File: config.mk
export PLATFORM = sky130hd
export DESIGN_NAME = wrsw_rmon_bank
export DESIGN_NICKNAME = d
export VERILOG_FILES = /design/src/rtl/rmon_pkg.sv /design/src/rtl/rmon_counter.sv /design/src/rtl/wrsw_rmon_bank.sv
export SDC_FILE = /design/constraint.sdc
export NUM_CORES = 1
export LEC_CHECK = 0
export CAP_MARGIN = 20
export CORE_MARGIN = 5
export CORE_UTILIZATION = 30
export CTS_CLUSTER_DIAMETER = 30
export DETAILED_ROUTE_END_ITERATION = 10
export GPL_TIMING_DRIVEN = 0
export PLACE_DENSITY = 0.49
export SLEW_MARGIN = 40
export SYNTH_ARGS = -nofsm -noshare
export SYNTH_HDL_FRONTEND = slang
export SYNTH_SLANG_ARGS = --single-unit
File: constraint.sdc
create_clock -name clk_i -period 2.79 [get_ports clk_i]
set_clock_uncertainty 0.1 [all_clocks]
set_input_delay 0.6975 -clock clk_i [delete_from_list [all_inputs] [get_ports clk_i]]
set_output_delay 0.6975 -clock clk_i [all_outputs]
set_load 0.02 [all_outputs]
File: src/rtl/rmon_pkg.sv
// Shared types, limits and sizing helper for the RMON counter bank.
package rmon_pkg;

  localparam int unsigned c_rmon_max_cnt_pw = 32;

  typedef struct packed {
    logic [c_rmon_max_cnt_pw-1:0] value;
    logic                         ovf;
  } t_rmon_cnt;

  // Address width needed to index n entries; never less than one bit.
  function automatic int unsigned f_log2_size(input int unsigned n);
    int unsigned r;
    r = 1;
    for (int unsigned i = 1; i < 32; i++) begin
      if ((64'd1 << i) < 64'(n)) r = i + 1;
    end
    return r;
  endfunction

endpackage

File: src/rtl/rmon_counter.sv
// One live RMON event counter with a sticky overflow flag.
module rmon_counter #(
  parameter int unsigned g_cnt_pw   = 4,
  parameter int unsigned g_saturate = 0
) (
  input  logic                clk_i,
  input  logic                rst_n_i,
  input  logic                event_i,
  input  logic                clr_i,
  input  logic                snap_clr_i,
  input  logic                rd_clr_i,
  output logic [g_cnt_pw-1:0] value_o,
  output logic                ovf_o
);

  logic [g_cnt_pw-1:0] value_q, value_d;
  logic                ovf_q, ovf_d;

  always_comb begin
    value_d = value_q;
    ovf_d   = ovf_q;
    // Any clear reloads the counter with this cycle's event so it is not lost.
    if (clr_i || snap_clr_i || rd_clr_i) begin
      value_d = g_cnt_pw'(event_i);
      ovf_d   = 1'b0;
    end else if (event_i) begin
      if (&value_q) begin
        ovf_d   = 1'b1;
        value_d = (g_saturate != 0) ? '1 : '0;
      end else begin
        value_d = value_q + 1'b1;
      end
    end
  end

  always_ff @(posedge clk_i or negedge rst_n_i) begin
    if (!rst_n_i) begin
      value_q <= '0;
      ovf_q   <= 1'b0;
    end else begin
      value_q <= value_d;
      ovf_q   <= ovf_d;
    end
  end

  assign value_o = value_q;
  assign ovf_o   = ovf_q;

endmodule

File: src/rtl/wrsw_rmon_bank.sv
// Multi-port RMON counter bank: live counters, optional snapshot shadow bank
// and a registered read port with read-and-clear.
module wrsw_rmon_bank
  import rmon_pkg::*;
#(
  parameter int unsigned g_nports      = 1,
  parameter int unsigned g_cnt_pp      = 64,
  parameter int unsigned g_cnt_pw      = 4,
  parameter int unsigned g_saturate    = 0,
  parameter int unsigned g_with_shadow = 1
) (
  input  logic                                          clk_i,
  input  logic                                          rst_n_i,
  input  logic [g_nports*g_cnt_pp-1:0]                  events_i,
  input  logic                                          clr_i,
  input  logic                                          snapshot_i,
  input  logic                                          snap_clr_i,
  input  logic                                          rd_req_i,
  input  logic [f_log2_size(g_nports*g_cnt_pp)-1:0]     rd_addr_i,
  input  logic                                          rd_shadow_i,
  input  logic                                          rd_clr_i,
  output logic                                          rd_valid_o,
  output logic [g_cnt_pw:0]                             rd_data_o
);

  localparam int unsigned c_n  = g_nports * g_cnt_pp;
  localparam int unsigned c_aw = f_log2_size(c_n);

  logic [g_cnt_pw-1:0] live_val [c_n];
  logic [c_n-1:0]      live_ovf;
  logic [c_n-1:0]      rd_clr_vec;
  logic [g_cnt_pw:0]   shadow_q [c_n];

  logic snap_en;
  logic snap_clr;
  logic use_shadow;

  assign snap_en    = snapshot_i & (g_with_shadow != 0);
  assign snap_clr   = snap_en & snap_clr_i;
  assign use_shadow = rd_shadow_i & (g_with_shadow != 0);

  // rd_clr_i always targets the live counter, whichever bank is being read.
  always_comb begin
    rd_clr_vec = '0;
    for (int unsigned i = 0; i < c_n; i++) begin
      rd_clr_vec[i] = rd_req_i && rd_clr_i && (rd_addr_i == c_aw'(i));
    end
  end

  for (genvar gi = 0; gi < c_n; gi++) begin : g_cnt
    rmon_counter #(
      .g_cnt_pw   (g_cnt_pw),
      .g_saturate (g_saturate)
    ) u_cnt (
      .clk_i      (clk_i),
      .rst_n_i    (rst_n_i),
      .event_i    (events_i[gi]),
      .clr_i      (clr_i),
      .snap_clr_i (snap_clr),
      .rd_clr_i   (rd_clr_vec[gi]),
      .value_o    (live_val[gi]),
      .ovf_o      (live_ovf[gi])
    );
  end

  if (g_with_shadow != 0) begin : g_shadow
    logic [g_cnt_pw:0] shadow_d [c_n];

    always_comb begin
      for (int unsigned i = 0; i < c_n; i++) begin
        shadow_d[i] = snap_en ? {live_ovf[i], live_val[i]} : shadow_q[i];
      end
    end

    always_ff @(posedge clk_i or negedge rst_n_i) begin
      if (!rst_n_i) begin
        for (int unsigned i = 0; i < c_n; i++) shadow_q[i] <= '0;
      end else begin
        for (int unsigned i = 0; i < c_n; i++) shadow_q[i] <= shadow_d[i];
      end
    end
  end else begin : g_no_shadow
    always_comb begin
      for (int unsigned i = 0; i < c_n; i++) shadow_q[i] = '0;
    end
  end

  logic [g_cnt_pw:0] rd_sel;
  logic [g_cnt_pw:0] rd_data_q, rd_data_d;
  logic              rd_valid_q, rd_valid_d;

  // Unmatched (out-of-range) addresses fall through to zero.
  always_comb begin
    rd_sel = '0;
    for (int unsigned i = 0; i < c_n; i++) begin
      if (rd_addr_i == c_aw'(i)) begin
        rd_sel = use_shadow ? shadow_q[i] : {live_ovf[i], live_val[i]};
      end
    end
    rd_valid_d = rd_req_i;
    rd_data_d  = rd_req_i ? rd_sel : rd_data_q;
  end

  always_ff @(posedge clk_i or negedge rst_n_i) begin
    if (!rst_n_i) begin
      rd_valid_q <= 1'b0;
      rd_data_q  <= '0;
    end else begin
      rd_valid_q <= rd_valid_d;
      rd_data_q  <= rd_data_d;
    end
  end

  assign rd_valid_o = rd_valid_q;
  assign rd_data_o  = rd_data_q;

endmodule
; Yosys cells after proc, flatten, opt, wreduce, memory -nomap -nowiden
; Cells that the tools add are included.
[classes]
n_addsub = 64
eq_ne = 63
n_mux = 512
bitwise_logic = 1
reduce_logical = 387
[op_table]
columns = operator, n
row1 = two-way mux 4 bit, 192
row2 = two-way mux 5 bit, 128
row3 = "adder 4 x 1 -> 4 bit, second input constant", 64
row4 = AND reduction 4 bit, 64
row5 = nonzero test 2 bit, 128
row6 = "equality test 6 bit, second input constant", 32
row7 = two-way mux 1 bit, 192
row8 = AND reduction 2 bit, 64
row9 = "equality test 6 x 5 -> 1 bit, second input constant", 16
row10 = logical AND 1 bit, 65
row11 = logical OR 1 bit, 65
row12 = "equality test 6 x 4 -> 1 bit, second input constant", 8
row13 = "equality test 6 x 3 -> 1 bit, second input constant", 4
row14 = "equality test 6 x 2 -> 1 bit, second input constant", 2
row15 = "equality test 6 x 1 -> 1 bit, second input constant", 1
row16 = zero test 6 bit, 1
row17 = bitwise AND 1 bit, 1
[totals]
regBits = 646
in_bits = 78
out_inout_bits = 6
elab_cells = 1221

; Depth between registers and ports, before layout
; Gate-level depths: netlist of run 1.
[logic_depth]
depth_word = 65
mapped_depth = 13
depth_no_buf = 8

; Cells and area by module
; From an unflattened synthesis of run 1, not the netlist that was laid out.
[hier_totals]
cells_unflattened = 3260
hier_area_um2 = 36931.7
[by_module_without_submodules]
columns = mod, instances, cells_each, area_per_inst_um2, seq_area_each_um2
row1 = wrsw_rmon_bank, 1, 1788, 19955.4, 8157.8
row2 = rmon_counter, 64, 23, 265.3, 125.1

; Least setup slack after synthesis of run 1
; OpenSTA, ideal clock, no wires.
[synth_timing]
path_type = input-to-reg
from = in rd_shadow_i
to = reg rd_data_q[2] (netlist: rd_data_o[2])
setup_ns = 0.139
t_arrival_ns = 2.697
required_ns = 2.551
slack_ns = -0.146
cell_stages = 11
path_buffers = 6
path_cell_list = buf_6 -> buf_6 -> buf_6 -> buf_4 -> buf_2 -> buf_4 -> mux2_2 -> a21oi_1 -> nor2_1 -> a2111oi_0 -> a21oi_1
[synth_between]
elab_chain_cells = 65
word_cells_on_any_way = 128
cone_classes = mux (128)
[synth_rtl]
columns = element, line_no
row1 = "start, declared", wrsw_rmon_bank.sv:20  ; input logic rd_shadow_i,
row2 = two-way mux 5 bit, wrsw_rmon_bank.sv:97  ; rd_sel = use_shadow ? shadow_q[i] : {live_ovf[i], live_val[i]};
row3 = two-way mux 5 bit (63 in a row), wrsw_rmon_bank.sv:96  ; if (rd_addr_i == c_aw'(i)) begin
row4 = two-way mux 5 bit (*), wrsw_rmon_bank.sv:96
row5 = "end signal, assigned", wrsw_rmon_bank.sv:110  ; rd_data_q <= rd_data_d;
row6 = "end, declared", wrsw_rmon_bank.sv:89  ; logic [g_cnt_pw:0] rd_data_q, rd_data_d;
; Every way passes the cells marked *; elsewhere a longest branch is shown, timed or not.
; A chain may end at the register's enable or synchronous reset.

; Worst setup path after layout of run 1
[layout_timing]
from = in rd_shadow_i
to = reg rd_data_q[3] (netlist: rd_data_o[3])
; The elaborated chain is that of the path after synthesis.

==> flow_metrics.tcl, run 1 <==
set metrics [dict create \
    worstPathRequired_ps 3300 \
    status "finished, violations left" \
    relSlewSlack_pct 36.97 \
    synth.top_cell.area_share_pct 46.15 \
    synth_area_leaders "dfrtp_1, mux2_2, mux2i_1, o21ai_0, nor2_1" \
    grt_pass1_wl_mm 193.6 \
    core_um2 116000 \
    violations "negative setup slack" \
    grt_overflow 0 \
    syn-cell-area_um2 35030 \
    final_common_cell "dfrtp_1" \
    avgSynthCellArea_um2 10.66 \
    dieArea_um2 123700 \
    ys_types 84 \
    seq_area_frac_synth_pct 46.15 \
    dp.cells 4865 \
    worst_slack_ps -109.5 \
    htree_levels 4 \
    grt_pass1_vias 28706 \
    stdcell_count 5302 \
    wl_per_cell_um 24.88 \
    synthCells 3286 \
    p_leak_nw 20.29 \
    final.min_clock_period_ps 2899 \
    route.vias.total 29238 \
    rows 125 \
    cts_buffer_depth 3 \
    synth_edf_count 0 \
    vias_per_cell 5.515 \
    portBuffers 44 \
    power_density_nw_per_um2 740.4 \
    ys_warn_count 0 \
    cts_tree "built" \
    start_kind "primary input" \
    hp-class "primary input to flop" \
    grt.total_usage_pct 20.99 \
    initial_core_util_pct 30.18 \
    fin_hold_ws_ps 226.5 \
    grt_max_degree 103 \
    drive_gt1_share_pct 28.05 \
    drv_slew 0 \
    clockRootBuffer "clkbuf_16" \
    finalWirelength_mm 131.9 \
    final_util_pct 40.16 \
    clkTransAtPathRegs_ps 40 \
    worst_slew_pin_slew_ps 945.5 \
    final-setup-viol-count 5 \
    clkSinkCount 646 \
    r2r_setup_slack_ps -90 \
    die_w_um 351.7 \
    clk_latency_ps 760 \
    syn_nets 3428 \
    cp_max_fo 6 \
    synth_top_cell_by_area "dfrtp_1" \
    crit_arrival_ps 3410 \
    critPathCaptureType "flop" \
    ir_drop_mv 0.5564 \
    yosys_register_bits 646 \
    drtIter0Drc 2521 \
    period_share_pct 103.9 \
    synthFlopType "dfrtp_1" \
    fmax_mhz 344.9 \
    drtPass1Iterations 5 \
    drc 0 \
    total_power_mw 34.51 \
    final_antenna_net_count 0 \
    ios 84 \
    area_growth_pct 33.06 \
    gp_congestion 0.9560 \
    rsz0062_at_grt "true" \
    async_flop_share_pct 100.0 \
    numCtsBuffers 178 \
    cap_violations 0 \
    crit_type "primary input to flop" \
    pre_cts_ws_ps -2525 \
    final_cell_mix "dfrtp_1, mux2_2, nor2_1, mux2i_1, o21ai_0" \
    hold_viol_final 0 \
    place_hpwl_mm 91.42 \
    die_h_um 351.7 \
    antenna_found_initial 6 \
    layout.nets 3770 \
]
-- report_power, final --
group	internal, mW	switching, mW
Combinational	1.28	1.89
Clock	14.8	6.21
Sequential	9.82	0.471
-- cell type report --
cell class | instances | area [µm²]
Multi-Input combinational cell | 2407 | 18820
Tap cell | 1524 | 1907
Timing Repair Buffer | 163 | 1662
Inverter | 41 | 153.9
Buffer | 191 | 1594
Fill cell | 11159 | 69440
Sequential cell | 646 | 16170
Clock inverter | 60 | 993.5
Clock buffer | 268 | 5308
Antenna cell | 2 | 5.005
-- path summary, 6_finish.rpt --
check | from | to | cells past startpoint
max in group asynchronous | rst_n_i | shadow_q[80]$_DFFE_PN0P_ | 5
max reg2reg | g_cnt[1].u_cnt.value_o[3]$_DFFE_PN0P_ | rd_data_o[3]$_DFFE_PN0P_ | 7
max | rd_shadow_i | rd_data_o[3]$_DFFE_PN0P_ | 13
min | events_i[4] | g_cnt[4].u_cnt.value_o[0]$_DFFE_PN0P_ | 3
min in group asynchronous | rst_n_i | g_cnt[63].u_cnt.value_o[0]$_DFFE_PN0P_ | 2
min reg2reg | shadow_q[278]$_DFFE_PN0P_ | shadow_q[278]$_DFFE_PN0P_ | 1
-- Yosys cell counts (24+ instances only) --
| library cell | n |
|---|---|
| mux2i_1 | 276 |
| nand3_1 | 84 |
| nand2b_1 | 34 |
| inv_1 | 41 |
| buf_1 | 28 |
| buf_4 | 25 |
| ha_1 | 64 |
| nor2_1 | 300 |
| dfrtp_1 | 646 |
| o21ai_0 | 251 |
| nor3_1 | 83 |
| mux2_2 | 392 |
| a41oi_1 | 109 |
| a21oi_1 | 161 |
| xor2_1 | 64 |
| o31ai_1 | 50 |
| a31oi_1 | 71 |
| a211oi_1 | 24 |
| nand2_1 | 187 |
| clkbuf_1 | 97 |
| buf_2 | 24 |
-- registers in the layout (all words and copies together) (netlist names) --
name	cells
shadow_q	320
g_cnt.u_cnt.value_o	256
g_cnt.u_cnt.ovf_o	64
rd_data_o	5
rd_valid_o	1
-- stage by stage --
stage	cell area (µm²)	setup TNS, ps
after global routing	46610	-246.2
after global placement	37430	-
after detailed placement	37730	-334070
after CTS	46100	-287.1
after floorplan	35080	-54.14
final	46610	-216.8
-- worst max-delay path: stages --
cell,delay (ps)
buf_16,120
buf_12,150
buf_16,150
buf_16,150
buf_12,150
mux2i_1,210
nor3_1,80
a221oi_1,220
o211ai_1,300
a2111oi_4,440
nand2_2,170
a2111oi_4,430
nor3_2,80
-- timing repair --
item,CTS,global route
gates resized for setup,344,96
hold buffers,1,0
endpoints found under the setup margin,232,117
cloned,2,1
buffers inserted,87,17
endpoints found under the hold margin,77,0
pin swaps,50,30
-- layer usage --
metal / track usage, % / up-vias / part of all wire (%)
met5: 0 / - / 0.016
met4: 9.605 / 4 / 4.7
met3: 4.665 / 312 / 7.2
met2: 32.18 / 1074 / 44
met1: 28.38 / 14782 / 44
li1: - / 13066 / -
-- cell families after synthesis --
logic type	share of synthesized area, %
AO/OA/AOI/OAI	14.99
XOR/XNOR	1.600
adder cells (fa/ha/maj)	2.286
buffers and inverters	3.236
flip-flops	46.15
multiplexers	21.10
AND/OR/NAND/NOR	10.64
Power figures use the tool's default switching activity.
==> run 2, diff against run 1 <==
--- a/config.mk
+++ b/config.mk
@@ -7,11 +7,12 @@
 export LEC_CHECK = 0
 export CAP_MARGIN = 20
 export CORE_MARGIN = 5
-export CORE_UTILIZATION = 30
+export CORE_UTILIZATION = 52
 export CTS_CLUSTER_DIAMETER = 30
 export DETAILED_ROUTE_END_ITERATION = 10
 export GPL_TIMING_DRIVEN = 0
-export PLACE_DENSITY = 0.49
+export PLACE_DENSITY = 0.77
+export REMOVE_ABC_BUFFERS = 1
 export SLEW_MARGIN = 40
 export SYNTH_ARGS = -nofsm -noshare
 export SYNTH_HDL_FRONTEND = slang
==> run 2 against run 1 <==
Net effect: the flow still finishes with violations (negative setup slack); hold slack better by 160 ps; cell area decreased by 6.6%; core utilization rose by 25 points; largest cell class unchanged; largest power group unchanged.
==> flow_metrics.tcl, run 2 (same netlist as run 1, synthesis figures left out) <==
set metrics [dict create \
    cap_violations 0 \
    clkTransAtPathRegs_ps 50 \
    gp_congestion 0.9574 \
    wl_per_cell_um 25.20 \
    cp_cell_sequence "buf_8 -> clkbuf_16 -> and4b_1 -> nand2_1 -> o21ai_1 -> o311ai_1 -> nor4_4 -> buf_4 -> nand3_4 -> nor4_4 -> nor4b_2" \
    clk_latency_ps 730 \
    grt_pass1_vias 28705 \
    dp.cells 4079 \
    ios 84 \
    place_hpwl_mm 65.96 \
    finalWirelength_mm 111.6 \
    cts_tree "built" \
    drive_gt1_share_pct 25.46 \
    crit_end "rd_data_o[0]$_DFFE_PN0P_" \
    fin_hold_ws_ps 384.5 \
    vias_per_cell 6.738 \
    grt.total_usage_pct 28.56 \
    rsz0062_at_grt "true" \
    dieArea_um2 72650 \
    r2r-end "rd_data_o[3]$_DFFE_PN0P_" \
    antenna_found_initial 9 \
    p_leak_nw 19.20 \
    worst_slack_ps -385.5 \
    grt_overflow 0 \
    period_share_pct 113.8 \
    grt_max_degree 113 \
    cts_buffer_depth 3 \
    total_power_mw 29.98 \
    cp_max_fo 14 \
    crit_cells 11 \
    relSlewSlack_pct 41.70 \
    reg2reg_depth 7 \
    final-setup-viol-count 6 \
    drc 0 \
    worst_slew_pin_slew_ps 867.1 \
    r2r_setup_slack_ps -140 \
    grt_pass1_wl_mm 165.9 \
    r2r_start "g_cnt[0].u_cnt.value_o[3]$_DFFE_PN0P_" \
    power_density_nw_per_um2 688.4 \
    violations "negative setup slack" \
    drtIter0Drc 3906 \
    numCtsBuffers 139 \
    worstPathRequired_ps 3260 \
    crit_top_cell "nor4_4" \
    crit_type "primary input to flop" \
    drtPass1Iterations 8 \
    start_kind "primary input" \
    hold_viol_final 0 \
    area_growth_pct 24.31 \
    htree_levels 4 \
    crit_family "simple AND/OR/NAND/NOR gates" \
    stdcell_count 4428 \
    core_um2 67040 \
    clockRootBuffer "clkbuf_16" \
    drv_slew 0 \
    final_common_cell "dfrtp_1" \
    critPathCaptureType "flop" \
    layout.nets 3578 \
    die_w_um 269.5 \
    nFillCells 4650 \
    slowest_stage "and4b_1" \
    fmax_mhz 314.9 \
    final.min_clock_period_ps 3176 \
    status "finished, violations left" \
    crit_arrival_ps 3650 \
    final_antenna_net_count 0 \
    initial_core_util_pct 52.25 \
    cp_slowest_stage_delay_ps 540 \
    finalSetupTns_ps -1674 \
    pre_cts_ws_ps -2391 \
    critPathBufInv 3 \
    portBuffers 83 \
    hp-class "primary input to asynchronous set/reset pin" \
    clkSinkCount 646 \
    ir_drop_mv 0.4503 \
    cp-startpoint "rd_addr_i[0]" \
    final_cell_mix "dfrtp_1, mux2_2, nor2_1, mux2i_1, o21ai_0" \
    route.vias.total 29837 \
    largest_reg_flops 320 \
    largest-register "shadow_q" \
    rows 95 \
    die_h_um 269.5 \
]
## run 2: worst min path at each step
stage | from | to | cells past startpoint | slack (ps)
finish | rst_n_i | shadow_q[285]$_DFFE_PN0P_ | 2 | 380
global route | rst_n_i | shadow_q[285]$_DFFE_PN0P_ | 2 | 390
CTS | rst_n_i | g_cnt[3].u_cnt.value_o[2]$_DFFE_PN0P_ | 2 | 360
detailed placement | shadow_q[113]$_DFFE_PN0P_ | shadow_q[113]$_DFFE_PN0P_ | 1 | 390
global placement | shadow_q[84]$_DFFE_PN0P_ | shadow_q[84]$_DFFE_PN0P_ | 1 | 380
floorplan | rst_n_i | g_cnt[0].u_cnt.ovf_o$_DFFE_PN0P_ | 0 | 300
## run 2: timing repair
action                     CTS  global route
setup endpoints to repair  128             5
pin swaps                   32            32
gates cloned                13             4
setup buffers               42            29
resized for setup          148            67
hold endpoints to repair    27             0
hold buffers                 1             0
## run 2: power breakdown
group | internal (mW) | total, mW | switching (mW) | leakage (nW)
clock | 11.2 | 16.8 | 5.58 | 2.32
combinational | 1.24 | 2.94 | 1.71 | 8.19
sequential | 9.81 | 10.3 | 0.460 | 8.68
## run 2: metrics by stage
stage / util (%) / area, µm²
3_5_place_dp: 54.79 / 36730
5_1_grt: 64.93 / 43530
6_report: 64.96 / 43550
4_1_cts: 64.04 / 42930
3_3_place_gp: 53.66 / 35970
2_1_floorplan: - / 34050
## run 2: per-layer routing
metal,vias to the layer above,global-route usage (%),part of all wire [%]
met5,-,0,0.071
met4,6,15.59,6.3
met3,567,10.27,12
met2,1868,43.14,44
met1,14718,35.96,37
li1,12678,-,-
## run 2: worst reg2reg max path, stage by stage (launching register included)
cell and delay (ps):
dfrtp_2 390, mux4_2 520, a2111oi_4 470, o211ai_2 250, a2111oi_4 460, o31ai_4 110
a2111oi_4 410, nor3_1 80
## run 2: layout make-up
| class | instances | area [µm²] | area share (%) |
|---|---|---|---|
| Timing Repair Buffer | 198 | 2649 | 6.083 |
| Sequential cell | 646 | 16170 | 37.13 |
| Tap cell | 873 | 1092 | 2.508 |
| Multi-Input combinational cell | 2410 | 18660 | 42.85 |
| Clock buffer | 172 | 3795 | 8.715 |
| Clock inverter | 80 | 1010 | 2.319 |
| Antenna cell | 8 | 20.02 | 0.04597 |
| Inverter | 41 | 153.9 | 0.3534 |
==> variant, RTL diff (config.mk and constraints of run 1) <==
`g_cnt_pw` is set to 4 in 2 places; all go to 3.
--- a/src/rtl/rmon_counter.sv
+++ b/src/rtl/rmon_counter.sv
@@ -1,6 +1,6 @@
 // One live RMON event counter with a sticky overflow flag.
 module rmon_counter #(
-  parameter int unsigned g_cnt_pw   = 4,
+  parameter int unsigned g_cnt_pw   = 3,
   parameter int unsigned g_saturate = 0
 ) (
   input  logic                clk_i,
--- a/src/rtl/wrsw_rmon_bank.sv
+++ b/src/rtl/wrsw_rmon_bank.sv
@@ -5,7 +5,7 @@
 #(
   parameter int unsigned g_nports      = 1,
   parameter int unsigned g_cnt_pp      = 64,
-  parameter int unsigned g_cnt_pw      = 4,
+  parameter int unsigned g_cnt_pw      = 3,
   parameter int unsigned g_saturate    = 0,
   parameter int unsigned g_with_shadow = 1
 ) (
Ports: changed (resized rd_data_o); port bits go from 84 to 83. The function was not compared with the original's and may differ.
==> variant against run 1 <==
The run still ends with negative setup slack left; combinational power decreased by 19%; clock power decreased by 19%; design area decreased by 21%; total power decreased by 19%; cell count decreased by 22%; register-to-register slack improved by 0.11 ns; sequential power decreased by 19%; worst setup slack improved by 0.020 ns; routed wire length decreased by 23%; sequential cell count decreased by 129; global-route usage decreased by 0.85 points; synthesized cell count decreased by 23%; area after synthesis decreased by 20%; utilization decreased by 0.65 points.
==> variant: results (changes against run 1) <==
Status
  • Outcome: finished, violations left (unchanged)
  • Failing checks: negative setup slack (unchanged)

GRT
  • First-pass GRT wire length: 150 mm (was 194 mm)
  • Largest net degree at the start of global routing: 74 (was 103)
  • Vias in the first global route: 23,200 (was 28,700)

Drt
  • DRT Wirelength: 102 mm (was 132 mm)
  • DRT iter0 DRCs: 1,820 (was 2,521)

Placement
  • I/O Buffers: 78 (was 44)
  • Final Wtd Congestion: 0.921 (was 0.956)
  • Pre-CTS setup slack: -2.11 ns (was -2.53 ns)

Setup path
  • Max FO, Critical Path: 9 (was 6)
  • R2R depth: 8 (was 7)
  • Reg2Reg Setup Slack: 0.02 ns (was -0.09 ns)
  • FF-to-FF Start: g_cnt[6].u_cnt.value_o[1]$_DFFE_PN0P_ (was g_cnt[1].u_cnt.value_o[3]$_DFFE_PN0P_)
  • Critical Path Source: rd_addr_i[3] (was rd_shadow_i)

Clock tree
  • Worst-Skew Late Latency: 0.71 ns (was 0.76 ns)
  • Post-CTS sizing: 114 (was 344)

Synthesis
  • Mux cell area share after synthesis: 23.3% (was 21.1%)
  • Largest cells by area after synthesis: dfrtp_1 (46%), mux2_2 (13%), mux2i_1 (10%) (was dfrtp_1 (46%), mux2_2 (13%), mux2i_1 (7.9%))

STA
  • Final Setup Violations: 4 (was 5)
  • Setup_tns: -0.254 ns (was -0.217 ns)
  • Relative slew slack: 38.6% (was 37.0%)
  • Slack of the critical path: -0.0891 ns (was -0.109 ns)

Finish
  • Layout Cells excl Fill: 4,160 (was 5,302)
  • Fraction of layout cells with a size suffix above 1: 27.3% (was 28.0%)
  • Nets: 2,996 (was 3,770)
variant: cell count changes after synthesis, moves of 51 or more:
cell             run 1  this run
dfrtp_1            646       517
nand2b_1            34        90
mux2_2             392       317
a31oi_1             71        13
nor3_1              83        22
ha_1                64       128
clkbuf_1            97        46
a41oi_1            109         0
nand2_1            187        90
xor2_1              64         0
nand3_1             84        30
variant: report_power, final:
group          internal (mW)  switching, mW  leakage (nW)
Combinational           1.07           1.50          7.45
Sequential              7.94          0.366          6.88
Clock                   12.0           4.98          2.53
variant: final cells by class:
class	count	area (sq um)
Timing Repair Buffer	117	1270
Tap cell	1254	1570
Clock inverter	66	821
Multi-Input combinational cell	1896	15000
Sequential cell	517	12900
Clock buffer	202	4270
Buffer	105	915
Inverter	3	15.0
Fill cell	8880	56400
variant: routing by layer:
layer  vias up  global-route usage [%]
met5         -                       0
met4         4                    8.80
met3       235                    4.97
met2       827                    31.6
met1     11500                    26.5
li1       9918                       -
